<file path="src/rtl/rca_pipe_pkg.sv">
// Shared definitions for the pipelined ripple-carry adder/subtractor.
//
// Contents:
//   OP_ADD / OP_SUB : values of the Sub mode input.
//   full_add        : one-bit full-adder cell, returns {carry_out, sum}.
package rca_pipe_pkg;

  localparam logic OP_ADD = 1'b0;
  localparam logic OP_SUB = 1'b1;

  // One-bit full adder; the basic cell every slice ripples through.
  function automatic logic [1:0] full_add(input logic a, input logic b, input logic ci);
    logic s;
    logic co;
    s  = a ^ b ^ ci;
    co = (a & b) | (a & ci) | (b & ci);
    return {co, s};
  endfunction

endpackage

</file>
<file path="src/rtl/rca_slice.sv">
// Combinational CHUNK-bit ripple-carry adder slice.
//
// Ports:
//   a, b      : CHUNK-bit operand slices (b already inverted for subtract).
//   ci        : carry into bit 0 of the slice.
//   s         : CHUNK-bit sum slice.
//   co        : carry out of the slice MSB.
//   c_msb_in  : carry into the slice MSB; XOR with co gives signed overflow
//               when this is the top slice of the word.
module rca_slice
  import rca_pipe_pkg::*;
#(
  parameter int CHUNK = 4
) (
  input  logic [CHUNK-1:0] a,
  input  logic [CHUNK-1:0] b,
  input  logic             ci,
  output logic [CHUNK-1:0] s,
  output logic             co,
  output logic             c_msb_in
);

  always_comb begin
    logic [CHUNK:0] c;
    logic [1:0]     fa;
    c    = '0;
    s    = '0;
    fa   = '0;
    c[0] = ci;
    for (int i = 0; i < CHUNK; i++) begin
      fa       = full_add(a[i], b[i], c[i]);
      s[i]     = fa[0];
      c[i+1]   = fa[1];
    end
    co       = c[CHUNK];
    c_msb_in = c[CHUNK-1];
  end

endmodule

</file>
<file path="src/rtl/rca_pipe.sv">
// Pipelined ripple-carry adder/subtractor with valid/ready handshakes.
//
// The WIDTH-bit word is split into STAGES slices of CHUNK bits. Rank k adds
// slice k using the carry registered by rank k-1, passes the operands along
// (upper bits still to be added) and carries the finished lower sum bits
// with it, so every rank holds one complete in-flight operation.
//
// Handshake: a transfer happens on a rising edge when valid and ready are
// both high. The whole pipe moves together on adv = !out_valid || out_ready;
// in_ready equals adv, so a full pipe can retire and accept in the same
// cycle, and a stalled output freezes every rank.
//
// Ports:
//   clk, rst          : clock and synchronous active-high reset.
//   in_valid/in_ready : operand handshake.
//   A, B, Cin, Sub    : operands, carry-in, mode (0 add, 1 subtract).
//   out_valid/out_ready : result handshake.
//   S, Cout, V        : sum/difference, carry out, signed overflow.
//
// WIDTH must be a multiple of STAGES; STAGES=1 gives a registered adder.
module rca_pipe
  import rca_pipe_pkg::*;
#(
  parameter int WIDTH  = 16,
  parameter int STAGES = 4
) (
  input  logic             clk,
  input  logic             rst,
  input  logic             in_valid,
  output logic             in_ready,
  input  logic [WIDTH-1:0] A,
  input  logic [WIDTH-1:0] B,
  input  logic             Cin,
  input  logic             Sub,
  output logic             out_valid,
  input  logic             out_ready,
  output logic [WIDTH-1:0] S,
  output logic             Cout,
  output logic             V
);

  localparam int CHUNK = WIDTH / STAGES;

  logic adv;
  logic accept;

  // Pipeline ranks.
  logic             vld_q [STAGES];
  logic [WIDTH-1:0] a_q   [STAGES];
  logic [WIDTH-1:0] b_q   [STAGES];
  logic [WIDTH-1:0] sum_q [STAGES];
  logic             c_q   [STAGES];
  logic             v_q;

  // Values entering each rank.
  logic             vld_in  [STAGES];
  logic [WIDTH-1:0] a_in    [STAGES];
  logic [WIDTH-1:0] b_in    [STAGES];
  logic             c_in    [STAGES];
  logic [WIDTH-1:0] sum_nxt [STAGES];

  // Slice results.
  logic [CHUNK-1:0] s_sl  [STAGES];
  logic             co_sl [STAGES];
  logic             cm_sl [STAGES];

  assign adv      = !vld_q[STAGES-1] || out_ready;
  assign in_ready = adv;
  assign accept   = in_valid && in_ready;

  always_comb begin
    // Rank 0 takes the raw operands; subtract is A + ~B + 1, Cin ignored.
    vld_in[0] = accept;
    a_in[0]   = A;
    b_in[0]   = (Sub == OP_SUB) ? ~B : B;
    c_in[0]   = (Sub == OP_SUB) ? 1'b1 : Cin;
    for (int k = 1; k < STAGES; k++) begin
      vld_in[k] = vld_q[k-1];
      a_in[k]   = a_q[k-1];
      b_in[k]   = b_q[k-1];
      c_in[k]   = c_q[k-1];
    end
    // Each rank keeps the lower bits finished upstream and fills in its slice.
    sum_nxt[0] = '0;
    sum_nxt[0][CHUNK-1:0] = s_sl[0];
    for (int k = 1; k < STAGES; k++) begin
      sum_nxt[k] = sum_q[k-1];
      sum_nxt[k][k*CHUNK +: CHUNK] = s_sl[k];
    end
  end

  for (genvar k = 0; k < STAGES; k++) begin : g_slice
    rca_slice #(
      .CHUNK(CHUNK)
    ) u_slice (
      .a        (a_in[k][k*CHUNK +: CHUNK]),
      .b        (b_in[k][k*CHUNK +: CHUNK]),
      .ci       (c_in[k]),
      .s        (s_sl[k]),
      .co       (co_sl[k]),
      .c_msb_in (cm_sl[k])
    );
  end

  always_ff @(posedge clk) begin
    if (rst) begin
      for (int k = 0; k < STAGES; k++) begin
        vld_q[k] <= 1'b0;
        a_q[k]   <= '0;
        b_q[k]   <= '0;
        sum_q[k] <= '0;
        c_q[k]   <= 1'b0;
      end
      v_q <= 1'b0;
    end else if (adv) begin
      for (int k = 0; k < STAGES; k++) begin
        vld_q[k] <= vld_in[k];
        a_q[k]   <= a_in[k];
        b_q[k]   <= b_in[k];
        sum_q[k] <= sum_nxt[k];
        c_q[k]   <= co_sl[k];
      end
      // Overflow comes from the word MSB, which lives in the last slice.
      v_q <= co_sl[STAGES-1] ^ cm_sl[STAGES-1];
    end
  end

  assign out_valid = vld_q[STAGES-1];
  assign S         = sum_q[STAGES-1];
  assign Cout      = c_q[STAGES-1];
  assign V         = v_q;

endmodule

</file>
<file path="config.mk">
export PLATFORM = sky130hd
export DESIGN_NAME = rca_pipe
export DESIGN_NICKNAME = d
export VERILOG_FILES = /design/src/rtl/rca_pipe_pkg.sv /design/src/rtl/rca_slice.sv /design/src/rtl/rca_pipe.sv
export SDC_FILE = /design/constraint.sdc
export NUM_CORES = 1
export LEC_CHECK = 0
export BUFFER_PORTS_ARGS = -buffer_cell sky130_fd_sc_hd__buf_4
export CORE_MARGIN = 4
export CORE_UTILIZATION = 30
export CTS_BUF_LIST = sky130_fd_sc_hd__clkbuf_4 sky130_fd_sc_hd__clkbuf_8
export DETAILED_ROUTE_END_ITERATION = 12
export PLACE_DENSITY = 0.46
export RECOVER_POWER = 25
export REMOVE_ABC_BUFFERS = 1
export SLEW_MARGIN = 40
export SYNTH_ARGS = -nofsm -noshare
export SYNTH_HDL_FRONTEND = slang
export SYNTH_HIERARCHICAL = 1
export SYNTH_SLANG_ARGS = --single-unit
</file>
<file path="constraint.sdc">
create_clock -name clk -period 4.87 [get_ports clk]
set_input_delay 0.487 -clock clk [delete_from_list [all_inputs] [get_ports clk]]
set_output_delay 0.487 -clock clk [all_outputs]
set_load 0.01 [all_outputs]
</file>
==> impl_metrics.toml, run 1 <==
[status]
status = "finished, final reports clean"

[worst_setup_path]
reg2regPathDepth = 9
ff2ff_setup_slack_ps = 2510
cp-end-kind = "register"
path_buf_inv = 5
slowest_delay_ps = 890
cp_cell_sequence = "clkbuf_1 > xor2_1 > inv_1 > fa_1 > inv_1 > fa_1 > fa_1 > inv_1 > fa_1 > inv_1 > nor3b_1"
crit_fanout = 17
r2r-start = "a_q[0][44]$_SDFFCE_PN0P_"
arrival_ps = 3310
cp-startpoint = "Sub"
r2r-end = "sum_q[3][15]$_SDFFCE_PN0P_"
worst_path_max_delay_cell = "clkbuf_1"
critical_path_class = "in -> reg"
cp_top_family = "adder cells"
cp-start-kind = "primary input"
cp.required_ps = 5060

[synth]
syn_area_sq_um = 4506
avgSynthCellArea_sq_um = 15.22
synthMostInstantiatedCell = "edfxtp_1"
netlist_instances = 296
synth_enable_flop_cells = 96
synth-main-ff-cell = "edfxtp_1"
synth_commonest_cells = "edfxtp_1, nor3b_1, inv_1"
ys_warn_count = 6
seq_area_frac_synth = 0.6443
ys_types = 19
synth_area_leaders = "edfxtp_1, nor3b_1, fa_1"
yosysTopAreaCell = "edfxtp_1"
ys_ff_latch = 97
ys_async_sr_fraction = 0
synth.top_cell.area_share = 0.6398

[detailed_routing]
drc = 0
wl_per_cell_um = 13.90
route.vias.total = 2309
final_antenna_net_count = 0
dr.pass1.iters = 4
routed_via_density = 4.324
wl_um = 7424
drt_iter0_markers = 177

[timing]
hold_viol = 0
slew_headroom = 0.1752
worstMarginPinSlew_ps = 1237
max_freq_mhz = 320.4
slew_violations = 0
clock_skew_ps = 10.35
layout_min_cycle_time_ps = 3121
setup_violations = 0
finalCritPeriodShare = 0.6409
setup_ws_ps = 1749
rsz0062_at_grt = "no"

[placement]
port_buffers = 57
gp_congestion = 0.6635
pre_cts_slack_ps = 1934
dp_hpwl_um = 4318

[clock_network]
ctsHoldBuffers = 0
cts_tree = "built"
ctsResizeCount = 0
worst_skew_pair.late_latency_ps = 360
clockBufferDepth = 2
cts_buffers = 9
cts_setup_buffers = 0
clkSinkCount = 97
cts_root_buf = "clkbuf_8"
htreeDepth = 3
cts.clk_slew.worst_paths_ps = 90

[pwr]
power.leakage_uw = 0.002023
power.density_nw_per_um2 = 321.7
p_total_uw = 1666
vdd_drop_max_uv = 148.9

[hold_path]
min_path_type = "in -> reg"
hold_end = "V$_SDFFE_PP0N_"
hold_depth = 3
min_from = "out_ready"

[cells_and_area]
nNetsFinal = 400
drive_above_1_share = 0.2171
antenna_cells = 0
multi_input_area_sq_um = 1284
syn2layout_area_growth_pct = 14.91
nFillCells = 1451
seq_area_sq_um = 2903

[die]
chipWidth_um = 130.6
rows = 44
ioPinCount = 58
coreArea_sq_um = 14640
die_area_sq_um = 17040
die_h_um = 130.6
initial_utilization = 0.3077

[global_routing]
grt_use_met3 = 0.03618
antenna_found_initial = 0
busiest_layer = "met2"
grtUsageMet1 = 0.1192
grtUsageMet2 = 0.1396
grt_overflow_total = 0
grt_use_total = 0.09142
grt_pass1_wl_um = 12020
grt_start_max_net_pins = 61
grt_pass1_vias = 2372

[flow_run]
drv_cap = 0
routing by layer:
| metal | up-vias | part of all wire | wire length (um) |
|---|---|---|---|
| met3 | 5 | 0.055 | 405 |
| met1 | 1144 | 0.46 | 3388 |
| li1 | 1120 | - | - |
| met4 | 0 | 0.0081 | 60 |
| met2 | 40 | 0.48 | 3569 |
| met5 | - | 0 | 0 |
cells in the final DEF, fill, tap and decap left out, drive strengths merged, types with 2 or more instances in the layout:
cell / instances
nor3b: 85
xnor2: 13
fa: 16
clkinv: 2
inv: 41
nor3: 12
edfxtp: 96
xor2: 4
clkbuf: 31
buf: 43
flip-flops by register name (all words and copies together), names as in the netlist:
| signal | flops |
|---|---|
| a_q | 24 |
| b_q | 24 |
| c_q | 4 |
| V | 1 |
| sum_q | 40 |
| vld_q | 4 |
how the worst max path moves through the flow:
stage	depth (start not counted)	end
2_1_floorplan	2	a_q[0][10]$_SDFFCE_PN0P_
3_3_place_gp	11	sum_q[0][3]$_SDFFCE_PN0P_
3_5_place_dp	11	sum_q[0][3]$_SDFFCE_PN0P_
4_1_cts	11	sum_q[0][3]$_SDFFCE_PN0P_
5_1_grt	11	sum_q[0][3]$_SDFFCE_PN0P_
6_report	11	sum_q[0][3]$_SDFFCE_PN0P_
worst reg2reg max path, delay by kind of cell (launching register included):
kind                       cells  cell delay, ps
and+or+nand+nor                1             170
buffers and inverters          4             290
DFF                            1             360
adders and majority gates      4            1380
per-stage QoR:
step | area [sq um] | util | setup TNS (ps) | hold slack, ps | cells
final | 5177 | 0.3536 | 0 | 474.1 | 534
after global routing | 5177 | 0.3536 | 0 | 461.7 | 534
after CTS | 5283 | 0.3607 | 0 | 465.7 | 534
after detailed placement | 5099 | 0.3482 | 0 | 552.2 | 519
after global placement | 5059 | 0.3454 | 0 | 548.9 | 517
after floorplan | 4355 | - | -393740 | 537.5 | 272
power by group:
| part | switching (uW) | internal (uW) | total, uW |
|---|---|---|---|
| Combinational | 75.8 | 81.5 | 157 |
| Sequential | 14.4 | 981 | 995 |
| Clock | 270 | 243 | 513 |
| Total | 360 | 1310 | 1670 |
area by class of cell:
| type | instances | area share |
|---|---|---|
| clock buffers | 11 | 0.02682 |
| clock inverters | 4 | 0.008700 |
| inverters | 41 | 0.02972 |
| multi-input cells | 134 | 0.2479 |
| flip-flops and latches | 97 | 0.5607 |
| well taps | 184 | 0.04447 |
| repair buffers | 63 | 0.08168 |
kinds of logic after synthesis:
logic type / after synthesis / synth area share
and+or+nand+nor: 100 / 0.1813
AOI/OAI and AO/OA: 1 / 0.002777
DFF: 97 / 0.6443
xor gates and xnor gates: 17 / 0.03305
adders and majority gates: 16 / 0.07109
buffers and inverters: 65 / 0.06748
No activity file was read; power rests on OpenSTA's default activity.
==> run 2, diff against run 1 <==
Settings changed: ABC_AREA set to 1, PLACE_DENSITY 0.46 to 0.48.
Clock period 4.87 ns to 2.6 ns, I/O delays scaled along.
==> impl_metrics.toml, run 2 <==
[status]
status = "finished, final reports clean"

[detailed_routing]
drc = 0
final_antenna_net_count = 0
drt_iter0_markers = 106
wl_um = 6539
dr.pass1.iters = 4
wl_per_cell_um = 10.43
route.vias.total = 2387
routed_via_density = 3.807

[global_routing]
grt_overflow_total = 0
grt_start_max_net_pins = 56
grt_pass1_vias = 2534
grt_pass1_wl_um = 11260
antenna_found_initial = 0
grt_use_total = 0.08795

[timing]
finalCritPeriodShare = 0.8793
hold_viol = 0
fin_setup_tns_ps = 0
rsz0062_at_grt = "no"
slew_violations = 0
worstMarginPinSlew_ps = 1408
clock_skew_ps = 10.27
max_freq_mhz = 437.4
layout_min_cycle_time_ps = 2286
setup_violations = 0
slew_headroom = 0.06124

[cells_and_area]
regMostFlops = "sum_q"
instances_no_fill = 627
multi_input_area_sq_um = 972.2
largest_reg_flops = 40
antenna_cells = 0
nNetsFinal = 492
final_cell_mix = "inv_1, edfxtp_1, nor2_1"
syn2layout_area_growth_pct = 15.71
reg_top3 = "sum_q x40, a_q x24, b_q x24"
fin_util = 0.3557
nFillCells = 1476
seq_area_sq_um = 2903
final_common_cell = "inv_1"
final_area_sq_um = 5189
drive_above_1_share = 0.2257

[die]
die_h_um = 130.3
initial_utilization = 0.3074
ioPinCount = 58
rows = 44
chipWidth_um = 130.3
die_area_sq_um = 16970
coreArea_sq_um = 14590

[synth]
syn_area_sq_um = 4484
avgSynthCellArea_sq_um = 11.93
synth_commonest_cells = "inv_1, edfxtp_1, nor2_1"
synth_enable_flop_cells = 96
seq_area_frac_synth = 0.6473
netlist_instances = 376
synth_top_family_by_area = "buffers and inverters"
synthMostInstantiatedCell = "inv_1"
synth.top_cell.area_share = 0.6429
synth_adder_area_share = 0.07143
ys_warn_count = 6
synthSimpleGateAreaFrac = 0.1152
synthMuxAreaShare = 0
synth-main-ff-cell = "edfxtp_1"
synth_xor_area_frac = 0.03125
synth_area_leaders = "edfxtp_1, inv_1, fa_1"
synth_compound_area_frac = 0.001116
ys_async_sr_fraction = 0
ys_types = 18
ys_ff_latch = 97
yosysTopAreaCell = "edfxtp_1"

[worst_setup_path]
crit_fanout = 3
cp.required_ps = 2830
arrival_ps = 2510
cp-start-kind = "register"
critical_path_class = "reg -> reg"
cp-end-kind = "register"

[placement]
port_buffers = 57
dp_hpwl_um = 4228
gp_congestion = 0.6837
dpl_cell_area_sq_um = 5114
post-place-cells = 611

[clock_network]
htreeDepth = 3
cts_root_buf = "clkbuf_8"
ctsResizeCount = 0
cts_setup_buffers = 0
cts_buffers = 9
cts_tree = "built"
cts.clk_slew.worst_paths_ps = 90
clkSinkCount = 97
worst_skew_pair.late_latency_ps = 370
ctsHoldBuffers = 0
clockBufferDepth = 2

[pwr]
vdd_drop_max_uv = 203.3
power.density_nw_per_um2 = 615.1
power.leakage_uw = 0.002296
p_total_uw = 3191

[hold_path]
min_path_type = "in -> reg"

[flow_run]
drv_cap = 0
==> run 2: cell types whose count changed in the layout (fill, tap and decap cells not counted), moves of 2 or more <==
cell and delta:
nor3b_2 -9, nor2_2 +36, nand2_4 +2, clkinv_2 +2, nor2_1 +60, nand2_1 +6
clkbuf_2 +2, inv_1 +86, nor3_2 -8, nor3_1 -4, clkbuf_1 -2, nor3b_1 -76
==> run 2: routing by layer <==
layer / vias to the layer above / share of wire / track usage
met5: - / 0 / 0
met4: 0 / 0.025 / 0.04768
met3: 14 / 0.059 / 0.02783
met2: 46 / 0.51 / 0.1518
met1: 1114 / 0.41 / 0.09610
li1: 1213 / - / -
==> run 2: path summary, 6_finish.rpt <==
check,cells past startpoint,to,slack (ps),start
setup / recovery,10,sum_q[3][15]$_SDFFCE_PN0P_,310,a_q[0][44]$_SDFFCE_PN0P_
hold / removal,4,V$_SDFFE_PP0N_,150,rst
setup reg to reg,10,sum_q[3][15]$_SDFFCE_PN0P_,310,a_q[0][44]$_SDFFCE_PN0P_
hold reg to reg,2,V$_SDFFE_PP0N_,480,V$_SDFFE_PP0N_
==> run 2: cell families after synthesis <==
family / count (synthesis)
buf+inv: 140
fa+ha+maj: 16
compound gates: 1
flops: 97
simple gates: 106
xor+xnor: 16
==> run 2: stage by stage <==
step	hold WS, ps	setup WS (ps)
2_1_floorplan	408.6	-572.9
3_3_place_gp	458.8	190.7
3_5_place_dp	468.8	113.3
4_1_cts	118.2	287.4
5_1_grt	134.8	123.3
6_report	146.7	313.9
==> run 2: report_power, final <==
part           total (uW)  internal (uW)  switching [uW]
clock network         978            472             506
registers            1880           1850            33.4
logic                 331            144             187
==> run 2: critical path, stage by stage (launching register included) <==
cell and delay, ps:
edfxtp_1 370, inv_1 80, fa_1 180, inv_1 50
fa_1 380, fa_1 410, inv_1 90, fa_1 400
inv_1 60, inv_1 30, nor2_1 80
==> run 2: final cells by class <==
cell class,instances,share of cell area
clock buffer,12,0.02821
clock inverter,4,0.008440
inverter,128,0.09260
multi-input combinational,139,0.1874
sequential,97,0.5594
tap,184,0.04437
timing repair buffer,63,0.07958
